--- config.mk ---
export PLATFORM = sky130hd
export DESIGN_NAME = skew_wr_ctrl
export DESIGN_NICKNAME = d
export VERILOG_FILES = /design/src/rtl/skew_wr_ctrl.sv
export SDC_FILE = /design/constraint.sdc
export NUM_CORES = 1
export LEC_CHECK = 0
export CORE_MARGIN = 5
export CORE_UTILIZATION = 58
export DETAILED_ROUTE_END_ITERATION = 6
export PLACE_DENSITY = 0.82
export SLEW_MARGIN = 30
export SYNTH_ARGS = -nofsm -noshare
export SYNTH_HDL_FRONTEND = slang
export SYNTH_SLANG_ARGS = --single-unit
--- constraint.sdc ---
create_clock -name clk -period 4.9 [get_ports clk]
set_clock_uncertainty 0.1 [all_clocks]
set_input_delay 0.98 -clock clk [delete_from_list [all_inputs] [get_ports clk]]
set_output_delay 0.98 -clock clk [all_outputs]
set_load 0.005 [all_outputs]
--- src/rtl/skew_wr_ctrl.sv ---
// Write-side sequencer for the systolic array output bank: turns one job
// (base address, row count) into a diagonally skewed write-enable wavefront.
module skew_wr_ctrl #(
    parameter int WIDTH  = 16,
    parameter int ADDR_W = 8,
    parameter int ROW_W  = 8
) (
    input  logic                      clk,
    input  logic                      reset,
    input  logic                      start,
    input  logic [ADDR_W-1:0]         base_addr,
    input  logic [ROW_W-1:0]          num_rows,
    input  logic                      stall,
    output logic [WIDTH-1:0]          wr_en,
    output logic [WIDTH*ADDR_W-1:0]   wr_addr,
    output logic                      busy,
    output logic                      done
);

    // Step counter must reach num_rows+WIDTH-1 without overflowing.
    localparam int CNT_W = ROW_W + $clog2(WIDTH) + 1;

    typedef enum logic [1:0] {
        IDLE,
        RUN,
        DONE
    } state_t;

    state_t                    state;
    state_t                    state_next;
    logic [CNT_W-1:0]          step;
    logic [CNT_W-1:0]          step_next;
    logic [CNT_W-1:0]          last_step;
    logic [ADDR_W-1:0]         base_q;
    logic [ADDR_W-1:0]         base_next;
    logic [ROW_W-1:0]          rows_q;
    logic [ROW_W-1:0]          rows_next;
    logic [WIDTH-1:0]          wr_en_next;
    logic [WIDTH*ADDR_W-1:0]   wr_addr_next;
    logic                      busy_next;
    logic                      done_next;

    // step is the index of the wavefront pattern to be shown on the next
    // advance; once it reaches last_step the final write cycle has been shown.
    assign last_step = CNT_W'(rows_q) + CNT_W'(WIDTH) - CNT_W'(1);

    always_ff @(posedge clk) begin
        if (reset) begin
            state   <= IDLE;
            step    <= '0;
            base_q  <= '0;
            rows_q  <= '0;
            wr_en   <= '0;
            wr_addr <= '0;
            busy    <= 1'b0;
            done    <= 1'b0;
        end else begin
            state   <= state_next;
            step    <= step_next;
            base_q  <= base_next;
            rows_q  <= rows_next;
            wr_en   <= wr_en_next;
            wr_addr <= wr_addr_next;
            busy    <= busy_next;
            done    <= done_next;
        end
    end

    always_comb begin
        state_next   = state;
        step_next    = step;
        base_next    = base_q;
        rows_next    = rows_q;
        wr_en_next   = '0;
        wr_addr_next = wr_addr;
        busy_next    = busy;
        done_next    = 1'b0;

        case (state)
            IDLE: begin
                busy_next = 1'b0;
                if (start) begin
                    base_next = base_addr;
                    rows_next = num_rows;
                    if (num_rows == '0) begin
                        state_next = DONE;
                        done_next  = 1'b1;
                    end else begin
                        // Pattern 0 is shown straight away: column 0 only.
                        state_next             = RUN;
                        busy_next              = 1'b1;
                        wr_en_next[0]          = 1'b1;
                        wr_addr_next[ADDR_W-1:0] = base_addr;
                        step_next              = CNT_W'(1);
                    end
                end
            end

            RUN: begin
                if (!stall) begin
                    if (step == last_step) begin
                        state_next = DONE;
                        busy_next  = 1'b0;
                        done_next  = 1'b1;
                    end else begin
                        // A column writes contiguously across advances, so its
                        // held address plus one is the next address.
                        for (int c = 0; c < WIDTH; c++) begin
                            if ((CNT_W'(c) <= step) &&
                                ((step - CNT_W'(c)) < CNT_W'(rows_q))) begin
                                wr_en_next[c] = 1'b1;
                                wr_addr_next[c*ADDR_W +: ADDR_W] =
                                    (step == CNT_W'(c)) ? base_q :
                                    wr_addr[c*ADDR_W +: ADDR_W] + ADDR_W'(1);
                            end
                        end
                        step_next = step + CNT_W'(1);
                    end
                end
            end

            DONE: begin
                state_next = IDLE;
                busy_next  = 1'b0;
                step_next  = '0;
            end

            default: begin
                state_next = IDLE;
                busy_next  = 1'b0;
            end
        endcase
    end

endmodule

## After elaboration in Yosys (flattened, before gate mapping)

Index checks and enable logic that the tools add are counted.

- ROM bits: 0
- Input port bits: 20
- Bits in writable memories: 0
- Latch bits: 0
- Logic and storage cells: 220
- Register bits: 177
- Memories: 0
- Output and inout bits: 146

- Equality and inequality tests: 24
- Div/mod/pow operators: 0
- $lt $le $gt $ge: 32
- Add/sub/neg operators: 34
- Multipliers: 0
- Reduce and logical (&&, ||, !) cells: 42
- Bitwise gates (word level): 3
- Shift-type cells: 0
- Mux-type cells: 61

Operator list:

| cell | number |
|---|---|
| $lt A13 B8 Y1 | 16 |
| $mux W8 | 21 |
| $add A8 B1 Y8 const B | 16 |
| $eq A13 B4 Y1 const B | 8 |
| $le A4 B13 Y1 const A | 8 |
| $sub A13 B4 Y13 const B | 8 |
| $reduce_and A4 Y1 | 15 |
| $eq A13 B3 Y1 const B | 4 |
| $le A3 B13 Y1 const A | 4 |
| $mux W13 | 4 |
| $sub A13 B3 Y13 const B | 4 |
| $pmux W13 S3 | 1 |
| $eq A13 B2 Y1 const B | 2 |
| $le A1 B13 Y1 const A | 2 |
| $le A2 B13 Y1 const A | 2 |
| $mux W1 | 26 |
| $sub A13 B2 Y13 const B | 2 |
| $logic_and A1 B1 Y1 | 16 |
| $pmux W8 S2 | 1 |
| $add A13 B1 Y13 const B | 1 |
| $eq A13 B1 Y1 const B | 1 |
| $eq A13 B13 Y1 | 1 |
| $logic_not A13 Y1 | 1 |
| $sub A13 B1 Y13 const B | 1 |
| other kinds (18) | 31 |

## Depth between registers and ports, before layout

- Depth in word-level cells: 6
- Gate-level depth with buffers: 18
- Gate-level depth less buffers: 13

## Worst setup path before layout

No wires, ideal clock.

- Path kind: register to register
- Start: register step[4]
- End: register wr_addr[26]
- Path slack: 620 ps
- Stages on the path, launching flop included: 18
- Setup time: 132 ps
- Buffers on the path: 5
- Arrival: 4047 ps
- Required time: 4668 ps
- Period minus slack after synthesis: 4280 ps
- Path through: dfxtp_1 clkbuf_1 inv_1 clkbuf_1 ha_1 clkbuf_1 inv_1 nor3_1 o21ai_0 xnor2_1 ha_1 nor4b_1 nand4_1 or4_1 clkbuf_1 buf_2 o21ai_0 a21oi_1

- Longest elaborated chain between the ends: 4
- Elaborated cells on any way between the ends: 9
- Those cells by class: 1 x add/sub; 2 x order compare; 2 x eq/ne; 1 x mux; 1 x bitwise; 2 x reduce/logical

Ends and longest elaborated chain:

| what | RTL line | text |
|---|---|---|
| from (decl) | 31 | `logic [CNT_W-1:0] step;` |
| from (signal assigned) | 59 | `step <= step_next;` |
| $sub A13 B2 Y13 | 110 | `((step - CNT_W'(c)) < CNT_W'(rows_q))) begin` |
| $lt A13 B8 Y1 | 110 |  |
| $logic_and A1 B1 Y1 | 109 | `if ((CNT_W'(c) <= step) &&` |
| $reduce_and A4 Y1 (no line) | - |  |
| to (signal assigned) | 63 | `wr_addr <= wr_addr_next;` |
| to (decl) | 15 | `output logic [WIDTH*ADDR_W-1:0] wr_addr,` |

Several ways; a longest one is shown, not always the timed one.
A chain may end at the register's enable or synchronous reset.

## Worst setup path in the final report

- Start: register step[2]
- End: register wr_addr[32]

- Longest elaborated chain between the ends: 4
- Elaborated cells on any way between the ends: 9
- Those cells by class: 1 x add/sub; 2 x order compare; 2 x eq/ne; 1 x mux; 1 x bitwise; 2 x reduce/logical

Ends and longest elaborated chain:

| what | RTL line |
|---|---|
| $sub A13 B3 Y13 | 110 |
| $lt A13 B8 Y1 | 110 |
| $logic_and A1 B1 Y1 | 109 |
| $reduce_and A4 Y1 (no line) | - |

Several ways; a longest one is shown, not always the timed one.

==> impl_metrics.json <==
{
  "worst_hold_path_type": "reg2reg",
  "core_um2": 25000,
  "die_area_um2": 28400,
  "drive_gt1_frac": 0.0873,
  "io_pins": 166,
  "setup_viol": 0,
  "cts_resized": 0,
  "htree_levels": 4,
  "slowest_delay_ns": 0.81,
  "hold_viol_final": 0,
  "postCtsSetupRepairBufs": 0,
  "path_cells": "inv_1 -> ha_1 -> nor3b_1 -> xor2_1 -> ha_1 -> a211o_1 -> a31oi_1 -> o21ai_0 -> o211ai_1 -> and3_1 -> nand2_1 -> or3_1 -> a31oi_1",
  "regArea_um2": 3550,
  "grt_pass1_vias": 14600,
  "instances_no_fill": 2392,
  "synth_area_leaders": "dfxtp_1 24%, ha_1 12%, a21oi_1 9.1%",
  "worstPathRequired_ns": 5.17,
  "synth_flop_cell": "dfxtp_1",
  "via_per_inst": 6.46,
  "grt_setup_unrepaired": "false",
  "antenna_cells": 0,
  "fp.dieW_um": 168,
  "cp_slowest_cell": "nor3b_1",
  "start_util": 0.583,
  "portBuffers": 165,
  "syn_inst": 1959,
  "clk_latency_ns": 0.46,
  "critical_path_class": "reg2reg",
  "finalCritPeriodShare": 0.920,
  "synth_area_um2": 14600,
  "critical_path.max_fanout": 14,
  "min_period_ns": 4.51,
  "p_per_area_nw_per_um2": 210,
  "max_freq_ghz": 0.222,
  "cts_tree": "built",
  "r2r_start": "step[2]",
  "slew_headroom": 0.345,
  "r2r_cells": 13,
  "yosysUniqueCellTypes": 74,
  "critPathLaunchType": "flop",
  "ir_worst_vdd_uv": 254,
  "slew_viol_final": 0,
  "max_cap_violations": 0,
  "p_leak_nw": 6.45,
  "clkTransAtPathRegs_ns": 0.09,
  "rows": 58,
  "vias": 15500,
  "antenna_found_initial": 0,
  "dpl.hpwl_um": 35100,
  "nFillCells": 2173,
  "reg2reg_slack_ns": 0.39,
  "firstDrtPassIters": 6,
  "drt-total-wl_um": 49900,
  "syn2layout_area_growth_pct": 16.9,
  "status": "complete, no violations",
  "holdPathEnd": "wr_addr[25]",
  "cts-root-buf": "clkbuf_16",
  "syn-num-nets": 2114,
  "fp.dieH_um": 168,
  "place.gp.congestion": 1.06,
  "grt_use_total": 0.338,
  "clockBufferDepth": 2,
  "worstPathArrival_ns": 4.78,
  "hold_buffers": 0,
  "synth_seq_cells": 177,
  "finish.utilization": 0.682,
  "cts_sinks": 177,
  "grt_pass1_wl_um": 78100,
  "overflow": 0,
  "yosysWarnings": 0,
  "cts_buffers": 17,
  "synth_edf_count": 0,
  "final_cell_area_um2": 17000,
  "dpl_cell_area_um2": 16400,
  "wl_per_cell_um": 20.9,
  "multi_input_area_um2": 10200,
  "yosys.area.top_type_share": 0.243,
  "drtIter0Drc": 1728,
  "hold_depth": 2,
  "layout.nets": 2204,
  "dp.cells": 2360,
  "avgSynthCellArea_um2": 7.43,
  "grt_max_degree": 144,
  "cp-end-kind": "flop",
  "drc_errors": 0,
  "ant_nets": 0,
  "rr_endpoint": "wr_addr[32]",
  "ys_seq_area_frac": 0.243,
  "synthArstFlopShare": 0,
  "worstMarginPinSlew_ns": 0.982,
  "hold_path.startpoint": "wr_addr[25]",
  "setup_tns_ns": 0,
  "yosysTopAreaCell": "dfxtp_1"
}
[critical path: cells and delay by family, from the launching register on]
family	cells	cell delay, ns
and+or+nand+nor	4	1.87
buffers and inverters	1	0.33
AOI/OAI and AO/OA	5	0.80
DFF	1	0.32
adders and majority gates	2	0.81
xor gates and xnor gates	1	0.17
[area by class of cell]
type,instances,share of cell area
Clock buffer,18,0.0252
Clock inverter,14,0.00926
Inverter,59,0.0130
Multi-Input combinational cell,1577,0.599
Sequential cell,177,0.208
Tap cell,330,0.0243
Timing Repair Buffer,217,0.121
[flip-flops by register name (all words and copies together) (netlist names)]
register / count
wr_addr: 128
wr_en: 16
step: 13
base_q: 8
rows_q: 8
state: 2
busy: 1
done: 1
[Yosys cell counts, drive strengths merged (4+ instances only)]
library cell,instances
a21oi,267
dfxtp,177
nand2,158
nor2,140
ha,135
o21ai,133
clkbuf,104
nand3,91
xnor2,74
or2,66
inv,58
nor3,55
and3,52
nor3b,47
buf,42
xor2,36
nand2b,26
mux2i,24
nor2b,23
o211ai,19
nor4,18
o32ai,18
a31oi,16
a21o,15
o31ai,14
o21a,12
a211o,11
a211oi,11
and2,11
or3,11
or4,10
a2111oi,9
nand4,9
mux2,8
a21boi,7
a21bo,6
nand3b,5
nor4b,5
a311oi,4
a41oi,4
[worst max-delay path by stage]
| stage | depth (start not counted) | to | startpoint |
|---|---|---|---|
| 5_1_grt | 13 | wr_addr[32] | step[3] |
| 4_1_cts | 13 | wr_addr[32] | step[2] |
| 2_1_floorplan | 17 | wr_addr[26] | step[4] |
| 3_3_place_gp | 13 | wr_addr[32] | step[2] |
| 6_report | 13 | wr_addr[32] | step[2] |
| 3_5_place_dp | 13 | wr_addr[32] | step[2] |
[layout by cell type (no fill, tap or decap), types with 61 or more instances in the layout]
cell type,synthesis,routed
o21ai_0,132,132
nor2_1,140,140
nand2_1,158,158
a21oi_1,266,266
nand3_1,90,90
xnor2_1,74,74
ha_1,135,135
or2_2,61,61
dfxtp_1,177,173
clkdlybuf4s50_1,0,164
[per-layer routing]
metal | vias up | global-route usage | wire, µm
li1 | 7162 | - | -
met1 | 7205 | 0.419 | 19800
met2 | 872 | 0.559 | 23000
met3 | 223 | 0.0653 | 4370
met4 | 0 | 0.177 | 2760
met5 | - | 0 | 0
[cells by family (layout without fill, tap and decap cells)]
kind of cell / after synthesis / in the layout / share of synthesized area
muxes: 32 / 32 / 0.0227
xor gates and xnor gates: 110 / 110 / 0.0662
adders and majority gates: 135 / 135 / 0.116
DFF: 177 / 177 / 0.243
and+or+nand+nor: 736 / 736 / 0.264
buffers and inverters: 205 / 308 / 0.0568
AOI/OAI and AO/OA: 564 / 564 / 0.231
[through the flow]
step                power, mW  hold WS, ns  worst slack, ns
floorplan                1.96        0.372            0.620
CTS                      3.58        0.397            0.621
detailed placement       2.18        0.382            0.637
global placement         2.16        0.372            0.810
finish                   3.58        0.397            0.391
global route             3.72        0.428            0.316
[where the power goes]
group | switching (mW) | internal (mW)
logic | 0.388 | 0.239
clock network | 0.723 | 0.688
registers | 0.0753 | 1.47
total | 1.19 | 2.39
Power figures use the tool's default switching activity.
